==> src/rtl/eth_tx_stream_sink_if.sv <==
// Bundles the 32-bit stb/ack word stream, the byte-wide valid/ready TX stream,
// the frame status pulses and the FSM debug view into one port.
interface eth_tx_stream_sink_if;
  // Input words move on a clock edge where input_eth_tx_stb && input_eth_tx_ack.
  // Bytes move on a clock edge where tx_valid && tx_ready. Once raised, tx_valid
  // and its data/last hold until that edge.
  logic [31:0] input_eth_tx;
  logic        input_eth_tx_stb;
  logic        input_eth_tx_ack;
  logic [7:0]  tx_data;
  logic        tx_valid;
  logic        tx_ready;
  logic        tx_last;
  logic        frame_done;
  logic        frame_error;
  logic [2:0]  fsm_state;

  modport master (
    output input_eth_tx, input_eth_tx_stb, tx_ready,
    input  input_eth_tx_ack, tx_data, tx_valid, tx_last,
           frame_done, frame_error, fsm_state
  );

  modport slave (
    input  input_eth_tx, input_eth_tx_stb, tx_ready,
    output input_eth_tx_ack, tx_data, tx_valid, tx_last,
           frame_done, frame_error, fsm_state
  );
endinterface

==> src/rtl/eth_tx_stream_sink.sv <==
// Turns length-prefixed 16-bit stream words into a framed byte stream,
// discarding malformed frames and holding an inter-frame gap after each one.
module eth_tx_stream_sink #(
  parameter int MAX_BYTES  = 1514,
  parameter int IFG_CYCLES = 12
) (
  input logic clk,
  input logic rst,
  eth_tx_stream_sink_if.slave bus
);

  typedef enum logic [2:0] {
    S_IDLE    = 3'd0,
    S_LOAD    = 3'd1,
    S_HI      = 3'd2,
    S_LO      = 3'd3,
    S_DONE    = 3'd4,
    S_DISCARD = 3'd5,
    S_GAP     = 3'd6
  } state_t;

  localparam logic [15:0] MAX_LEN  = 16'(MAX_BYTES);
  localparam logic [15:0] GAP_LOAD = 16'(IFG_CYCLES);

  state_t      state, state_n;
  logic [15:0] rem, rem_n;
  logic [15:0] word, word_n;
  logic [15:0] gap_cnt, gap_n;
  logic [16:0] wcnt, wcnt_n;
  logic        ack, ack_n;
  logic        err, err_n;
  logic        in_xfer;
  logic [15:0] len;
  logic [16:0] len_words;
  logic        unused_hi_bits;

  assign len            = bus.input_eth_tx[15:0];
  assign unused_hi_bits = ^bus.input_eth_tx[31:16];
  // 17 bits so a length of 0xFFFF rounds up to 32768 words.
  assign len_words      = ({1'b0, len} + 17'd1) >> 1;
  assign in_xfer        = bus.input_eth_tx_stb && ack;

  assign bus.input_eth_tx_ack = ack;
  assign bus.frame_error      = err;
  assign bus.fsm_state        = state;

  always_ff @(posedge clk or negedge rst) begin
    if (!rst) begin
      state   <= S_IDLE;
      rem     <= '0;
      word    <= '0;
      gap_cnt <= '0;
      wcnt    <= '0;
      ack     <= 1'b0;
      err     <= 1'b0;
    end else begin
      state   <= state_n;
      rem     <= rem_n;
      word    <= word_n;
      gap_cnt <= gap_n;
      wcnt    <= wcnt_n;
      ack     <= ack_n;
      err     <= err_n;
    end
  end

  always_comb begin
    state_n        = state;
    rem_n          = rem;
    word_n         = word;
    gap_n          = gap_cnt;
    wcnt_n         = wcnt;
    err_n          = 1'b0;
    bus.tx_valid   = 1'b0;
    bus.tx_data    = 8'h00;
    bus.tx_last    = 1'b0;
    bus.frame_done = 1'b0;

    case (state)
      S_IDLE: begin
        if (in_xfer) begin
          if (len == 16'd0) begin
            err_n   = 1'b1;
            gap_n   = GAP_LOAD;
            state_n = S_GAP;
          end else if (len > MAX_LEN) begin
            err_n   = 1'b1;
            wcnt_n  = len_words;
            state_n = S_DISCARD;
          end else begin
            rem_n   = len;
            state_n = S_LOAD;
          end
        end
      end
      S_LOAD: begin
        if (in_xfer) begin
          word_n  = bus.input_eth_tx[15:0];
          state_n = S_HI;
        end
      end
      S_HI: begin
        bus.tx_valid = 1'b1;
        bus.tx_data  = word[15:8];
        bus.tx_last  = (rem == 16'd1);
        if (bus.tx_ready) begin
          rem_n   = rem - 16'd1;
          state_n = (rem == 16'd1) ? S_DONE : S_LO;
        end
      end
      S_LO: begin
        bus.tx_valid = 1'b1;
        bus.tx_data  = word[7:0];
        bus.tx_last  = (rem == 16'd1);
        if (bus.tx_ready) begin
          rem_n   = rem - 16'd1;
          state_n = (rem == 16'd1) ? S_DONE : S_LOAD;
        end
      end
      S_DONE: begin
        bus.frame_done = 1'b1;
        gap_n          = GAP_LOAD;
        state_n        = S_GAP;
      end
      S_DISCARD: begin
        if (in_xfer) begin
          wcnt_n = wcnt - 17'd1;
          if (wcnt == 17'd1) begin
            gap_n   = GAP_LOAD;
            state_n = S_GAP;
          end
        end
      end
      S_GAP: begin
        // A zero gap still spends one cycle here.
        if (gap_cnt <= 16'd1) state_n = S_IDLE;
        else                  gap_n   = gap_cnt - 16'd1;
      end
      default: state_n = S_IDLE;
    endcase

    // Registered ack: raised entering an accept state, dropped on the accepting edge.
    ack_n = ((state_n == S_IDLE) || (state_n == S_LOAD) || (state_n == S_DISCARD))
            && !in_xfer;
  end

endmodule

==> src/flat_wrapper.sv <==
// flat-port wrapper written by rule: the top's interface ports become plain ports
module eth_tx_stream_sink_flat 
#(
  parameter int MAX_BYTES  = 1514,
  parameter int IFG_CYCLES = 12
)
  (clk, rst, bus_input_eth_tx, bus_input_eth_tx_stb, bus_tx_ready, bus_input_eth_tx_ack, bus_tx_data, bus_tx_valid, bus_tx_last, bus_frame_done, bus_frame_error, bus_fsm_state);
  eth_tx_stream_sink_if bus_i ();
  input logic clk;
  input logic rst;
  input wire logic [$bits(bus_i.input_eth_tx)-1:0] bus_input_eth_tx;
  input wire logic [$bits(bus_i.input_eth_tx_stb)-1:0] bus_input_eth_tx_stb;
  input wire logic [$bits(bus_i.tx_ready)-1:0] bus_tx_ready;
  output wire logic [$bits(bus_i.input_eth_tx_ack)-1:0] bus_input_eth_tx_ack;
  output wire logic [$bits(bus_i.tx_data)-1:0] bus_tx_data;
  output wire logic [$bits(bus_i.tx_valid)-1:0] bus_tx_valid;
  output wire logic [$bits(bus_i.tx_last)-1:0] bus_tx_last;
  output wire logic [$bits(bus_i.frame_done)-1:0] bus_frame_done;
  output wire logic [$bits(bus_i.frame_error)-1:0] bus_frame_error;
  output wire logic [$bits(bus_i.fsm_state)-1:0] bus_fsm_state;
  assign bus_i.input_eth_tx = bus_input_eth_tx;
  assign bus_i.input_eth_tx_stb = bus_input_eth_tx_stb;
  assign bus_i.tx_ready = bus_tx_ready;
  assign bus_input_eth_tx_ack = bus_i.input_eth_tx_ack;
  assign bus_tx_data = bus_i.tx_data;
  assign bus_tx_valid = bus_i.tx_valid;
  assign bus_tx_last = bus_i.tx_last;
  assign bus_frame_done = bus_i.frame_done;
  assign bus_frame_error = bus_i.frame_error;
  assign bus_fsm_state = bus_i.fsm_state;
  eth_tx_stream_sink #(.MAX_BYTES(MAX_BYTES), .IFG_CYCLES(IFG_CYCLES)) u_core (.clk(clk), .rst(rst), .bus(bus_i));
endmodule
==> config.mk <==
export PLATFORM = sky130hd
export DESIGN_NAME = eth_tx_stream_sink_flat
export DESIGN_NICKNAME = d
export VERILOG_FILES = /design/src/rtl/eth_tx_stream_sink_if.sv /design/src/rtl/eth_tx_stream_sink.sv /design/src/flat_wrapper.sv
export SDC_FILE = /design/constraint.sdc
export NUM_CORES = 1
export LEC_CHECK = 0
export CORE_ASPECT_RATIO = 1.2
export CORE_MARGIN = 3
export CORE_UTILIZATION = 57
export CTS_CLUSTER_DIAMETER = 100
export DETAILED_ROUTE_END_ITERATION = 12
export PLACE_DENSITY = 0.81
export SKIP_CTS_REPAIR_TIMING = 1
export SLEW_MARGIN = 20
export SYNTH_ARGS = -nofsm -noshare
export SYNTH_HDL_FRONTEND = slang
export SYNTH_SLANG_ARGS = --single-unit
export TNS_END_PERCENT = 30
==> constraint.sdc <==
create_clock -name clk -period 3.4 [get_ports clk]
set_input_delay 0.68 -clock clk [delete_from_list [all_inputs] [get_ports clk]]
set_output_delay 0.68 -clock clk [all_outputs]
set_load 0.01 [all_outputs]
==> summary.md <==
| Metric | Value |
|---|---|
| Status | `complete, no violations` |
| DR DRC count | `0` |
| Fin. max-slew vios | `0` |
| Clock Tree Buf Depth | `2` |
| First-pass GRT wire length | `20.1 mm` |
| CTS buffer count | `9` |
| Peak supply drop | `0.229 mV` |
| Area occupied by multi-input gates | `approximately 0.0025 mm^2` |
| Leakage | `2.28 nW` |
| Chip Height | `103 um` |
| Top FF cell, synth | `dfrtp_1` |
| First DRT Iteration DRCs | `314` |
| Largest net degree at the start of global routing | `38` |
| DR vias/cell | `6.46` |
| Final Wtd Congestion | `0.946` |
| CTS tree | `yes` |
| Data required time of the critical path | `2.72 ns` |
| CP endpoint kind | `output pin` |
| Critical Path Start Type | `flop` |
| Die Wd | `87.0 um` |
| Synth Cell Area | `0.00449 mm^2` |
| I/O pins | `52` |
| Fmax achieved | `315 MHz` |
| Ys Warns | `0` |
| Layout cell share with drive strength beyond 1 | `0.144` |
| Area Overhead vs Synth | `17.5%` |
| Async SR Flop Fraction | `1.00` |
| Part of the cycle the worst path needs | `0.933` |
| Htree depth | `3` |
| Row count | `34` |
| Synth Register Bits | `70` |
| Setup slack after layout | `roughly 0.23 ns` |
| Total Routing Usage GR | `0.287` |
| Routed WL per cell | `18.5 um` |
| Max-Cap Viols | `0` |
| Post-Syn Instances | `roughly 520` |
| Antenna cells | `0` |
| Non-Filler Instances | `~670` |
| WS Path Type | `reg -> out` |
| Hold Crit Class | `in -> async` |
| Detailed-route via count | `4293` |
| Yosys cell types | `66` |
| Pre-CTS setup slack | `0.117 ns` |
| Post-route ant nets | `0` |
| First-pass iteration count of the detailed router | `5` |
| Port Buffers | `35` |
| Syn Area/Cell | `8.62 um^2` |
| Post-synthesis sequential area ratio | `0.390` |
| Cell Count Post-Placement | `between 600 and 700` |
| CTS root buf | `clkbuf_8` |
| Number of global-route vias before repair | `between 4000 and 5000` |
| Drt total wl | `12.3 mm` |
| Sink Count | `70` |
| Post-synth net total | `566` |
| TNS Setup | `0 ns` |
| Gr ovfl total | `0` |
| Total power | `~0.0017 W` |
| Cell Pwr Density | `about 310 mW/mm^2` |
| Detail Placement HPWL | `8.81 mm` |
| Initial Util | `0.603` |
| Max_slew headroom | `0.290` |
| Clk slew on worst S/H paths | `0.09 ns` |
| Core area | `0.00744 mm^2` |
| Nets | `615` |
| Final Util | `0.709` |
| Slew @ Worst Pin | `approximately 1.1 ns` |
| Final Hold Violating Endpoints | `0` |
| Post-synth EDFFs | `0` |
| Clk_skew | `0.0178 ns` |
| Shortest period the worst path allows | `3.17 ns` |
| Fillers | `556` |
| Arr. time, crit path | `around 2.5 ns` |
| Final setup viols | `0` |
| Register area | `between 0.0015 and 0.002 mm^2` |
| Die ar. | `0.00898 mm^2` |
| RSZ-0062 raised after global routing | `false` |
| Crit path max fanout | `4` |
| Worst skew pair latency | `0.37 ns` |
| Initial antenna violation count | `0` |
-- registers in the layout, summed over array words and instances, names as in the netlist --
register / count
u_core.rem: 16
u_core.bus.input_eth_tx_ack: 1
u_core.gap_cnt: 16
u_core.wcnt: 17
u_core.bus.fsm_state: 3
u_core.bus.frame_error: 1
u_core.word: 16
-- layout make-up --
cell class / count / share of cell area
clock buffer: 10 / 0.0261
sequential: 70 / 0.332
inverter: 18 / 0.0128
timing repair buffer: 66 / 0.112
multi-input combinational: 405 / 0.483
clock inverter: 6 / 0.0130
tap: 90 / 0.0213
-- cell families after synthesis --
group / Yosys count / share of synthesized area
xor+xnor: 13 / 0.0254
mux: 23 / 0.0546
buf+inv: 46 / 0.0424
simple gates: 206 / 0.235
fa+ha+maj: 9 / 0.0251
flops: 70 / 0.390
compound gates: 154 / 0.227
-- cells in the mapped netlist, drive strengths merged (2+ instances only) --
library cell  instances  area, um^2
dfrtp                70        1750
nor2                 63         239
o21ai                58         309
nand2                38         143
nor3                 36         201
a21oi                30         150
clkbuf               24        90.1
inv                  18        67.6
a31oi                15        93.8
nand3                15        75.1
mux2                 12         135
mux2i                11         110
or3                  11        78.8
ha                    9         113
nor4                  9        62.6
xnor2                 9        78.8
or4                   8        75.1
o31ai                 6        63.8
and3                  5        31.3
o22ai                 5        37.5
a221oi                4        35.0
a22o                  4        35.0
a22oi                 4        30.0
buf                   4        32.5
nand2b                4        25.0
nand4                 4        25.0
o211ai                4        35.0
o22a                  4        35.0
o311ai                4        52.6
xor2                  4        35.0
a32oi                 3        26.3
nand3b                3        22.5
nor4b                 3        26.3
and2                  2        12.5
nand4b                2        17.5
or2                   2        12.5
-- critical path, stage by stage (launching register included) --
cell and delay (ns):
dfrtp_1 0.44, inv_1 0.12, ha_1 0.14, nor4b_1 0.51, nand4b_1 0.17, nor3_1 0.17
clkdlybuf4s50_1 0.59
-- per-layer routing --
metal / global-route usage / wire [um] / vias to the layer above
li1: - / - / 2024
met1: 0.347 / 5040 / 2061
met2: 0.500 / 6290 / 170
met3: 0.0444 / 613 / 38
met4: 0.141 / 390 / 0
met5: 0 / 0 / -
-- power breakdown --
part | switching, W | internal [W]
Sequential | 0.000000000000118 | 0.000832
Combinational | 0.0000664 | 0.0000496
Clock | 0.000350 | 0.000363
Total | 0.000416 | 0.00124
-- per-stage QoR --
step | hold slack [ns] | instance area, um^2
floorplan | 0.384 | 4490
global placement | 0.464 | 5070
detailed placement | 0.470 | 5070
CTS | 0.416 | 5280
global route | 0.448 | 5280
finish | 0.395 | 5280
-- layout by cell type (no fill, tap or decap), types with 11 or more instances in the layout --
cell | Yosys | routed
o21ai_0 | 54 | 54
nor3_1 | 33 | 33
dfrtp_1 | 70 | 70
nand3_1 | 15 | 15
a21oi_1 | 30 | 30
clkdlybuf4s50_1 | 0 | 34
buf_4 | 0 | 30
inv_1 | 18 | 18
a31oi_1 | 15 | 15
mux2_2 | 12 | 12
nor2_1 | 62 | 62
mux2i_1 | 11 | 11
nand2_1 | 38 | 38
-- path summary, 6_finish.rpt --
check	slack [ns]	cells past startpoint	to	from
min	0.39	1	u_core.gap_cnt[11]	rst
max	0.23	6	bus_tx_last	u_core.rem[1]
max in group asynchronous	2.31	2	u_core.rem[8]	rst
max reg2reg	0.82	6	u_core.rem[14]	u_core.bus.fsm_state[0]
min in group clk	0.48	1	u_core.gap_cnt[6]	u_core.gap_cnt[6]
min reg2reg	0.48	1	u_core.gap_cnt[6]	u_core.gap_cnt[6]
Power figures use the tool's default switching activity.
